## src/rtl/id_ex_stage.sv

```systemverilog
// ID/EX pipeline register with EX/MEM and MEM/WB operand forwarding and load-use bubble insertion.
// Feeds ALU_Control, data_1 and data_2 straight into the 16-bit ALU.
module id_ex_stage #(
    parameter int DATA_W = 16,
    parameter int REG_AW = 3
) (
    input  logic              clk,
    input  logic              rst,
    input  logic              id_valid,
    input  logic [2:0]        id_alu_control,
    input  logic [REG_AW-1:0] id_rs1,
    input  logic [REG_AW-1:0] id_rs2,
    input  logic [REG_AW-1:0] id_rd,
    input  logic [DATA_W-1:0] id_rs1_data,
    input  logic [DATA_W-1:0] id_rs2_data,
    input  logic [DATA_W-1:0] id_imm,
    input  logic              id_use_imm,
    input  logic              id_rs2_used,
    input  logic              id_reg_write,
    input  logic              id_mem_read,
    input  logic              id_mem_write,
    input  logic              id_branch,
    input  logic              flush,
    input  logic              ex_hold,
    input  logic              exmem_reg_write,
    input  logic [REG_AW-1:0] exmem_rd,
    input  logic [DATA_W-1:0] exmem_result,
    input  logic              memwb_reg_write,
    input  logic [REG_AW-1:0] memwb_rd,
    input  logic [DATA_W-1:0] memwb_result,
    output logic [2:0]        ALU_Control,
    output logic [DATA_W-1:0] data_1,
    output logic [DATA_W-1:0] data_2,
    output logic [DATA_W-1:0] ex_store_data,
    output logic              ex_valid,
    output logic              ex_reg_write,
    output logic              ex_mem_read,
    output logic              ex_mem_write,
    output logic              ex_branch,
    output logic [REG_AW-1:0] ex_rd,
    output logic              stall_id
);

    logic [REG_AW-1:0] rs1_q;
    logic [REG_AW-1:0] rs2_q;
    logic [DATA_W-1:0] rs1_data_q;
    logic [DATA_W-1:0] rs2_data_q;
    logic [DATA_W-1:0] imm_q;
    logic              use_imm_q;
    logic              load_use;
    logic [DATA_W-1:0] fwd_rs1;
    logic [DATA_W-1:0] fwd_rs2;

    // A load in EX cannot forward until MEM, so a dependent ID instruction waits one cycle.
    assign load_use = ex_valid && ex_mem_read && (ex_rd != '0) && id_valid &&
                      ((id_rs1 == ex_rd) || (id_rs2_used && (id_rs2 == ex_rd)));

    // Flush kills the ID instruction, so there is nothing left to hold.
    assign stall_id = !flush && (ex_hold || load_use);

    always_ff @(posedge clk) begin
        if (rst || flush) begin
            ex_valid     <= 1'b0;
            ex_reg_write <= 1'b0;
            ex_mem_read  <= 1'b0;
            ex_mem_write <= 1'b0;
            ex_branch    <= 1'b0;
            ALU_Control  <= 3'b000;
            ex_rd        <= '0;
            rs1_q        <= '0;
            rs2_q        <= '0;
            rs1_data_q   <= '0;
            rs2_data_q   <= '0;
            imm_q        <= '0;
            use_imm_q    <= 1'b0;
        end else if (ex_hold) begin
            ex_valid     <= ex_valid;
            ex_reg_write <= ex_reg_write;
            ex_mem_read  <= ex_mem_read;
            ex_mem_write <= ex_mem_write;
            ex_branch    <= ex_branch;
            ALU_Control  <= ALU_Control;
            ex_rd        <= ex_rd;
            rs1_q        <= rs1_q;
            rs2_q        <= rs2_q;
            rs1_data_q   <= rs1_data_q;
            rs2_data_q   <= rs2_data_q;
            imm_q        <= imm_q;
            use_imm_q    <= use_imm_q;
        end else if (load_use) begin
            ex_valid     <= 1'b0;
            ex_reg_write <= 1'b0;
            ex_mem_read  <= 1'b0;
            ex_mem_write <= 1'b0;
            ex_branch    <= 1'b0;
            ALU_Control  <= 3'b000;
            ex_rd        <= '0;
            rs1_q        <= '0;
            rs2_q        <= '0;
            rs1_data_q   <= '0;
            rs2_data_q   <= '0;
            imm_q        <= '0;
            use_imm_q    <= 1'b0;
        end else begin
            ex_valid     <= id_valid;
            ex_reg_write <= id_reg_write;
            ex_mem_read  <= id_mem_read;
            ex_mem_write <= id_mem_write;
            ex_branch    <= id_branch;
            ALU_Control  <= id_alu_control;
            ex_rd        <= id_rd;
            rs1_q        <= id_rs1;
            rs2_q        <= id_rs2;
            rs1_data_q   <= id_rs1_data;
            rs2_data_q   <= id_rs2_data;
            imm_q        <= id_imm;
            use_imm_q    <= id_use_imm;
        end
    end

    // EX/MEM is the younger producer, so it wins over MEM/WB; R0 always reads zero.
    function automatic logic [DATA_W-1:0] fwd(
        input logic [REG_AW-1:0] src,
        input logic [DATA_W-1:0] raw,
        input logic              em_we,
        input logic [REG_AW-1:0] em_rd,
        input logic [DATA_W-1:0] em_res,
        input logic              mw_we,
        input logic [REG_AW-1:0] mw_rd,
        input logic [DATA_W-1:0] mw_res
    );
        logic [DATA_W-1:0] val;
        val = raw;
        if (src == '0) val = '0;
        else if (em_we && (em_rd == src)) val = em_res;
        else if (mw_we && (mw_rd == src)) val = mw_res;
        return val;
    endfunction

    always_comb begin
        fwd_rs1 = fwd(rs1_q, rs1_data_q, exmem_reg_write, exmem_rd, exmem_result,
                      memwb_reg_write, memwb_rd, memwb_result);
        fwd_rs2 = fwd(rs2_q, rs2_data_q, exmem_reg_write, exmem_rd, exmem_result,
                      memwb_reg_write, memwb_rd, memwb_result);
    end

    assign data_1        = fwd_rs1;
    assign ex_store_data = fwd_rs2;
    assign data_2        = use_imm_q ? imm_q : fwd_rs2;

endmodule

```

## config.mk

```make
export PLATFORM = sky130hd
export DESIGN_NAME = id_ex_stage
export DESIGN_NICKNAME = d
export VERILOG_FILES = /design/src/rtl/id_ex_stage.sv
export SDC_FILE = /design/constraint.sdc
export NUM_CORES = 1
export LEC_CHECK = 0
export ABC_AREA = 1
export CORE_ASPECT_RATIO = 1.4
export CORE_MARGIN = 5
export CORE_UTILIZATION = 49
export DETAILED_ROUTE_END_ITERATION = 16
export GPL_TIMING_DRIVEN = 0
export PLACE_DENSITY = 0.92
export RECOVER_POWER = 25
export SLEW_MARGIN = 20
export SYNTH_ARGS = -nofsm -noshare
export SYNTH_HDL_FRONTEND = slang
export SYNTH_SLANG_ARGS = --single-unit
export TNS_END_PERCENT = 100
```

## constraint.sdc

```tcl
create_clock -name clk -period 3.6 [get_ports clk]
set_input_delay 0.36 -clock clk [delete_from_list [all_inputs] [get_ports clk]]
set_output_delay 0.36 -clock clk [all_outputs]
set_load 0.03 [all_outputs]
```

# Word level (Yosys, flattened, before mapping)
# Index checks and enable logic that the tools add are counted.
[op_classes]
add_sub_neg = 0
n_mul = 0
div = 0
order_cmp = 0
eq_ne = 6
shift = 0
muxes = 20
bitwise = 0
reduce_logical = 17
[ops]
columns = ["cell", "n"]
rows = [
  ["2-to-1 mux 16 bit", 10],
  ["equality test 3 bit", 6],
  ["2-to-1 mux 3 bit", 4],
  ["logical AND 1 bit", 10],
  ["zero test 3 bit", 2],
  ["2-to-1 mux 1 bit", 6],
  ["logical OR 1 bit", 3],
  ["nonzero test 3 bit", 1],
  ["zero test 1 bit", 1],
]
[word_totals]
reg_bits = 66
latchBits = 0
ram_bits = 0
rom_bits = 0
output_inout_bits = 60
mem_count = 0

# Depth between registers and ports, before layout
# Gate-level depths: netlist (run 1).
[depth]
depth_word = 6
mapped_depth = 11
ltp_nobuf = 9

# Worst setup path after synthesis (run 1)
# Ideal clock, no wire load.
[synth_path]
path_type = "reg-to-output"
start = "reg ex_rd[1]"
end = "out stall_id"
arrival_ps = 1652
slack_ps = 1588
stages_incl_launch_ff = 10
path_buffers = 1
path_cell_list = "dfxtp_1 -> inv_1 -> nand2_1 -> nand2_1 -> nor2_1 -> nand2_1 -> nand2_1 -> nand2_2 -> buf_2 -> a21oi_1"
[synth_via]
elab_chain_cells = 6
elab_cells_between_ends = 10
classes_between = "eq/ne: 2; reduce/logical: 8"
[synth_lines]
columns = ["item", "line", "text"]
rows = [
  ["from (decl)", "40", "output logic [REG_AW-1:0] ex_rd,"],
  ["from (signal assigned)", "83", "ex_rd <= ex_rd;"],
  ["from (signal assigned)", "111", "ex_rd <= id_rd;"],
  ["equality test 3 bit or nonzero test 3 bit (tied branches)", "56, 55", ""],
  ["logical AND 1 bit, on equally long branches", "56, 55", ""],
  ["logical OR 1 bit or logical AND 1 bit (tied branches)", "56, 55", ""],
  ["logical AND 1 bit (*)", "55", "assign load_use = ex_valid && ex_mem_read && (ex_rd != '0) && id_valid &&"],
  ["logical OR 1 bit (*)", "59", "assign stall_id = !flush && (ex_hold || load_use);"],
  ["logical AND 1 bit (*)", "59", ""],
  ["to (decl)", "41", "output logic stall_id"],
]
# Every way passes the cells marked *; elsewhere a longest branch is shown, timed or not.

# Worst setup path in the final report (run 1)
[layout_path]
start = "in memwb_rd[1]"
end = "out data_2[11]"
[layout_via]
elab_chain_cells = 6
[layout_lines]
columns = ["item", "line", "text"]
rows = [
  ["from (decl)", "29", "input logic [REG_AW-1:0] memwb_rd,"],
  ["equality test 3 bit", "136", "else if (mw_we && (mw_rd == src)) val = mw_res;"],
  ["logical AND 1 bit", "136", ""],
  ["2-to-1 mux 16 bit", "136", ""],
  ["2-to-1 mux 16 bit", "135", "else if (em_we && (em_rd == src)) val = em_res;"],
  ["2-to-1 mux 16 bit", "134", "if (src == '0) val = '0;"],
  ["2-to-1 mux 16 bit", "149", "assign data_2 = use_imm_q ? imm_q : fwd_rs2;"],
  ["to (decl)", "33", "output logic [DATA_W-1:0] data_2,"],
]
# No other way between the ends.

==> metrics.md, run 1 <==
| Metric | Value |
|---|---|
| Status | `complete, no violations` |
| Max-Cap Viols | `0` |
| GRT Residual Overflow | `0` |
| Largest cells by area after synthesis | `dfxtp_1, nand2_1, nand3_1, nand3_2, inv_1` |
| Top FF cell, synth | `dfxtp_1` |
| Cell Chain, Critical Path | `clkdlybuf4s50_1 -> o21ai_1 -> nor2_4 -> buf_4 -> nand3_1 -> nand3_2 -> nand3_2 -> nand2_1 -> clkdlybuf4s50_1` |
| EDFF count, synth | `0` |
| Final Instance Count excl. Fillers | `988` |
| Syn Nets | `around 800` |
| CTS tree | `yes` |
| Chip height | `around 130 um` |
| Critical Path Slowest Stage Cell | `clkdlybuf4s50_1` |
| Largest net degree at the start of global routing | `11` |
| Crit Path Max Fanout | `10` |
| Tmin final | `a little under 3 ns` |
| DRT antenna net count | `0` |
| CP arrival | `2.55 ns` |
| Leak | `3.17 nW` |
| Nets | `984` |
| Detailed Routing Iterations Pass 1 | `5` |
| Worst-Margin Slew | `0.770 ns` |
| Share of post-route cells with drive strength above 1 | `0.169` |
| Post-CTS Resized | `0` |
| Clk pin slew, worst setup/hold paths | `0.05 ns` |
| Longest Clk Path Bufs | `2` |
| Worst Skew | `0.00305 ns` |
| CP Class | `primary input to output pin` |
| FFs w/ async S/R, synth | `0` |
| Number of global-route vias before repair | `5142` |
| Rows | `42` |
| DRT Wirelength | `15700 um` |
| Max incr delay on CP | `0.68 ns` |
| Pre-CTS setup slack | `0.698 ns` |
| Initial antenna violation count | `1` |
| Die area | `roughly 12000 um^2` |
| Post-Syn Area | `4670 um^2` |
| Initial core utilization | `0.497` |
| Dpl cells | `972` |
| Unrepaired setup endpoints after global routing | `no` |
| Syn-to-layout area delta | `45.4%` |
| Commonest cells post-synth | `nand2_1, nand3_1, inv_1` |
| Path depth of the worst reg2reg path | `10` |
| Top-area cell type share of the netlist area | `0.283` |
| Sequential area share after synthesis | `0.283` |
| Final slew viol count | `0` |
| Drc violations | `0` |
| CP Launch Type | `primary input` |
| Final setup fails | `0` |
| Hpwl dp | `approximately 12000 um` |
| Hold-fix buffers at CTS | `0` |
| Final Hold Viols | `0` |
| Routed via count | `5185` |
| Most area-hungry cell type in the Yosys netlist | `dfxtp_1` |
| WL per Instance | `15.9 um` |
| Final WS setup | `0.685 ns` |
| I/O pin cnt | `between 150 and 200` |
| Setup Buffers After CTS | `0` |
| CTS H-Tree Depth | `3` |
| Clock sink total | `66` |
| Setup TNS | `0 ns` |
| Hold WC Path Type | `flop to flop` |
| Worst VDD drop | `0.298 mV` |
| Most frequent cell after synthesis | `nand2_1` |
| Fin crit share | `0.810` |
| Gate Count Post-Synth | `692` |
| Core ar. | `about 9400 um^2` |
| Global-route wire length before repair | `25000 um` |
| CP required | `3.24 ns` |
| Die width | `92.5 um` |
| Clock tree root buffer cell | `clkbuf_16` |
| Tot Pwr | `2.17 mW` |
| Power Dens Cells | `320 nW/um^2` |
| DR vias/cell | `about 5.2` |
| GPL Wtd Cong | `0.898` |
| Clock Latency Late Sink | `0.33 ns` |
| Syn avg cell area | `6.75 um^2` |
| Hold path depth | `2` |
| Slew Limit Headroom | `0.487` |
| Synth Warn # | `0` |
| CP Capture Type | `output pin` |
| FF+latch count, synth | `66` |
| Input/output buffers | `170` |
| Achievable frequency | `343 MHz` |
| Tot GR Track Use | `0.272` |
| CTS Buf Count | `9` |
| DRT iter0 DRCs | `a little under 300` |
| Distinct cells, synth | `32` |
[worst paths after layout]
kind | endpoint | from | slack (ns)
max | data_2[11] | memwb_rd[1] | 0.69
min | imm_q[5]$_SDFFE_PP0N_ | imm_q[5]$_SDFFE_PP0N_ | 0.46
max reg2reg | rs1_data_q[3]$_SDFFE_PP0N_ | ex_rd[0]$_SDFFE_PP0N_ | 1.04
min reg2reg | imm_q[5]$_SDFFE_PP0N_ | imm_q[5]$_SDFFE_PP0N_ | 0.46
[per-stage QoR]
| stage | hold WS, ns | area, um^2 | utilization |
|---|---|---|---|
| floorplan | 0.437 | 4670 | - |
| global placement | 0.444 | 6510 | 0.692 |
| detailed placement | 0.456 | 6510 | 0.692 |
| CTS | 0.464 | 6820 | 0.725 |
| global route | 0.492 | 6790 | 0.722 |
| finish | 0.463 | 6790 | 0.722 |
[state kept, by name, indices dropped and copies added (netlist names)]
name,count
ALU_Control,3
rs2_data_q,16
use_imm_q,1
ex_rd,3
ex_mem_write,1
rs1_data_q,16
ex_valid,1
ex_branch,1
imm_q,16
rs1_q,3
ex_mem_read,1
rs2_q,3
ex_reg_write,1
[critical path: cells and delay by family]
| kind | cells | cell delay [ns] |
|---|---|---|
| buffers and inverters | 3 | 1.42 |
| AND/OR/NAND/NOR | 5 | 0.65 |
| AO/OA/AOI/OAI | 1 | 0.12 |
[layer usage]
layer  vias up  part of all wire  wire length [um]  GRT usage
met5         -                 0                 0          0
met4         0             0.049               770      0.144
met3        48             0.078              1230     0.0751
met2       198              0.50              7850      0.478
met1      2360              0.37              5820      0.292
li1       2579                 -                 -          -
[final cells by class]
| cell class | instances | area, um^2 |
|---|---|---|
| multi-input cells | 483 | 2680 |
| fillers | 739 | 2620 |
| repair buffers | 170 | 1700 |
| flip-flops and latches | 66 | 1320 |
| inverters | 98 | 368 |
| plain buffers | 45 | 274 |
| clock buffers | 13 | 270 |
| well taps | 110 | 138 |
| clock inverters | 2 | 35.0 |
| diodes | 1 | 2.50 |
[where the power goes]
| part | leakage (nW) | switching, mW | internal (mW) | total, mW |
|---|---|---|---|---|
| clock network | 0.152 | 0.310 | 0.587 | 0.897 |
| registers | 0.538 | 0.0170 | 0.755 | 0.772 |
| logic | 2.48 | 0.270 | 0.234 | 0.503 |
[cells in the final DEF, fill, tap and decap left out, types with 2 or more instances in the layout]
cell type and n:
dlygate4sd3_1 4, clkbuf_1 20, nor2_2 2, inv_1 88, xor2_1 3, a21oi_1 41
buf_6 3, buf_1 2, nand3_1 115, nand2_4 12, o21ai_0 17, clkbuf_8 4
nor2_4 3, buf_8 2, nor2_1 7, clkdlybuf4s50_1 166, nand3_2 50, o21ai_1 4
a21oi_2 27, nand2_1 193, inv_2 10, buf_4 5, dfxtp_1 66, clkbuf_16 9
buf_2 12
[cell families (layout without fill, tap and decap cells)]
family	count (synthesis)	count (layout)	share of synthesized area
other	0	1	0
buffers and inverters	143	328	0.142
AND/OR/NAND/NOR	386	386	0.442
AO/OA/AOI/OAI	93	93	0.126
flip-flops	66	66	0.283
XOR/XNOR	4	4	0.00750
Note: power is estimated with default switching activity, not from simulation.
==> inputs of run 2 (changes only) <==
--- a/config.mk
+++ b/config.mk
@@ -8,10 +8,10 @@
 export ABC_AREA = 1
 export CORE_ASPECT_RATIO = 1.4
 export CORE_MARGIN = 5
-export CORE_UTILIZATION = 49
+export CORE_UTILIZATION = 41
 export DETAILED_ROUTE_END_ITERATION = 16
 export GPL_TIMING_DRIVEN = 0
-export PLACE_DENSITY = 0.92
+export PLACE_DENSITY = 0.83
 export RECOVER_POWER = 25
 export SLEW_MARGIN = 20
 export SYNTH_ARGS = -nofsm -noshare
==> constraint.sdc (replaced) <==
create_clock -name clk -period 2.4 [get_ports clk]
set_input_delay 0.24 -clock clk [delete_from_list [all_inputs] [get_ports clk]]
set_output_delay 0.24 -clock clk [all_outputs]
set_load 0.03 [all_outputs]
==> metrics.md, run 2 (same netlist as run 1, synthesis figures left out) <==
| Metric | Value |
|---|---|
| Slew Limit Headroom | `0.474 (-0.0133)` |
| Worst-Margin Slew | `0.790 ns (+0.0200 ns)` |
| Status | `complete, no violations` |
| Fill cells | `1114 (+51%)` |
| Clock sink total | `66 (unchanged)` |
| CP Capture Type | `output pin` |
| Worst VDD drop | `0.356 mV (+20%)` |
| Worst Skew | `0.00329 ns (+0.000245 ns)` |
| Unrepaired setup endpoints after global routing | `no` |
| Final Hold Viols | `0 (unchanged)` |
| Reg-to-reg critical path startpoint | `ex_rd[0]$_SDFFE_PP0N_` |
| I/O pin cnt | `171 (unchanged)` |
| Crit Path Max Fanout | `8 (-2)` |
| CP Class | `flop to output pin` |
| Origin of the worst setup path | `rs2_q[1]$_SDFFE_PP0N_` |
| Rows | `46 (+9.5%)` |
| Clock tree root buffer cell | `clkbuf_16` |
| Setup TNS | `0 ns (unchanged)` |
| Commonest non-fill, non-tap cell in the layout | `nand2_1` |
| Crit path to | `ex_store_data[0]` |
| CTS H-Tree Depth | `3 (unchanged)` |
| Layout Utilization | `0.588 (-0.134)` |
| Hold WC Path Type | `flop to flop` |
| Routed via count | `5052 (-2.6%)` |
| Reg2Reg Capture Point | `imm_q[0]$_SDFFE_PP0N_` |
| GRT Residual Overflow | `0 (unchanged)` |
| DRT Wirelength | `15600 um (-0.38%)` |
| CP Launch Type | `flop` |
| Leak | `3.28 nW (+3.6%)` |
| Die width | `100 um (+8.3%)` |
| Final WS setup | `0.130 ns (-0.555 ns)` |
| Pre-CTS setup slack | `-0.295 ns (-0.993 ns)` |
| DRT iter0 DRCs | `317 (+6.4%)` |
| Drc violations | `0 (unchanged)` |
| Tot GR Track Use | `0.225 (-0.0468)` |
| Syn-to-layout area delta | `41.3%` |
| Initial antenna violation count | `0 (-1)` |
| Inserted Diodes | `0 (-1)` |
| Post-route cell area | `6600 um^2 (-2.8%)` |
| Global-route wire length before repair | `24300 um (-2.7%)` |
| Regs by FF count | `imm_q (16), rs1_data_q (16), rs2_data_q (16)` |
| Power Dens Cells | `466 nW/um^2 (+46%)` |
| Largest net degree at the start of global routing | `14 (+3)` |
| Final setup fails | `0 (unchanged)` |
| R2R setup slack | `0.28 ns (-0.76 ns)` |
| Nets | `985 (+0.10%)` |
| Detailed Routing Iterations Pass 1 | `5 (unchanged)` |
| DR vias/cell | `4.94 (-5.9%)` |
| Fin crit share | `0.946` |
| Longest Clk Path Bufs | `2 (unchanged)` |
| CTS Buf Count | `9 (unchanged)` |
| CP arrival | `2.03 ns (-0.52 ns)` |
| Clk pin slew, worst setup/hold paths | `0.05 ns (about the same)` |
| Chip height | `136 um (+8.6%)` |
| Placed Area | `6550 um^2 (+0.65%)` |
| Commonest non-fill, non-tap cells in the layout | `nand2_1, nand3_1, clkdlybuf4s50_1` |
| Die area | `13700 um^2 (+18%)` |
| DRT antenna net count | `0 (unchanged)` |
| CP required | `2.16 ns (-1.08 ns)` |
| Path depth of the worst reg2reg path | `10 (unchanged)` |
| Max-Cap Viols | `0 (unchanged)` |
| Final slew viol count | `0 (unchanged)` |
| Tmin final | `2.27 ns` |
| Initial core utilization | `0.416 (-0.0804)` |
| GPL Wtd Cong | `0.877 (-2.3%)` |
| Number of global-route vias before repair | `4989 (-3.0%)` |
| Clock Latency Late Sink | `0.33 ns (about the same)` |
| Share of post-route cells with drive strength above 1 | `0.209 (+0.0406)` |
| Achievable frequency | `440 MHz` |
| Input/output buffers | `170 (unchanged)` |
| Hpwl dp | `12500 um (+1.1%)` |
| Core ar. | `11200 um^2 (+19%)` |
| CTS tree | `yes` |
| WL per Instance | `15.3 um (-3.8%)` |
run 2: changes by cell type in the layout (fill, tap and decap cells not counted), sizes merged:
| cell | previous run | this run |
|---|---|---|
| diode | 1 | 0 |
| bufinv | 1 | 0 |
| clkdlybuf4s15 | 0 | 1 |
| clkinv | 1 | 3 |
| dlygate4sd2 | 0 | 10 |
| buf | 25 | 28 |
| dlymetal6s2s | 0 | 1 |
| clkbuf | 33 | 69 |
| dlygate4sd3 | 4 | 7 |
| clkdlybuf4s50 | 166 | 113 |
run 2: power breakdown:
group | internal [mW] | switching, mW | total (mW)
sequential | 1.13 | 0.0261 | 1.16
combinational | 0.332 | 0.396 | 0.728
clock | 0.722 | 0.469 | 1.19
run 2: final cells by class:
cell class,count,area [um^2],area share
sequential,66,1320,0.200
clock inverter,3,15.0,0.00228
timing repair buffer,172,1520,0.230
buffer,44,290,0.0440
inverter,98,368,0.0557
clock buffer,13,250,0.0379
tap,144,180,0.0273
multi-input combinational,483,2660,0.403
run 2: timing repair:
| item | CTS | global route |
|---|---|---|
| hold buffers | 0 | 0 |
| pin swaps | 0 | 2 |
| endpoints found under the setup margin | 49 | 39 |
| buffers inserted | 0 | 2 |
| endpoints found under the hold margin | 0 | 0 |
| resized for setup | 56 | 78 |
run 2: how the worst min path moves through the flow:
stage | start | endpoint | slack, ns | cells after the start
detailed placement | imm_q[2]$_SDFFE_PP0N_ | imm_q[2]$_SDFFE_PP0N_ | 0.46 | 2
global route | imm_q[2]$_SDFFE_PP0N_ | imm_q[2]$_SDFFE_PP0N_ | 0.48 | 2
global placement | imm_q[10]$_SDFFE_PP0N_ | imm_q[10]$_SDFFE_PP0N_ | 0.44 | 2
CTS | rs1_data_q[15]$_SDFFE_PP0N_ | rs1_data_q[15]$_SDFFE_PP0N_ | 0.46 | 2
finish | imm_q[6]$_SDFFE_PP0N_ | imm_q[6]$_SDFFE_PP0N_ | 0.46 | 2
floorplan | id_alu_control[0] | ALU_Control[0]$_SDFFE_PP0N_ | 0.38 | 2
run 2: critical path, stage by stage (launching register included):
cell           delay (ns)
dfxtp_1              0.39
inv_1                0.09
nand2_1              0.09
nand2_2              0.09
nor2_8               0.20
nand3_1              0.15
nand3_1              0.16
nand2_1              0.06
inv_1                0.04
dlygate4sd2_1        0.42
run 2: metrics by stage:
step | power [mW] | hold slack (ns) | std cells
after CTS | 3.10 | 0.463 | 1021
after detailed placement | 1.93 | 0.455 | 1006
after floorplan | 1.58 | 0.384 | 692
after global routing | 3.20 | 0.476 | 1023
final | 3.08 | 0.464 | 1023
after global placement | 1.92 | 0.444 | 1006
run 2: layer usage:
metal | vias up | wire length [um] | part of all wire | global-route usage
met4 | 0 | 658 | 0.042 | 0.112
li1 | 2578 | - | - | -
met2 | 175 | 7910 | 0.51 | 0.399
met1 | 2263 | 6010 | 0.39 | 0.248
met5 | - | 0 | 0 | 0
met3 | 36 | 1030 | 0.066 | 0.0539
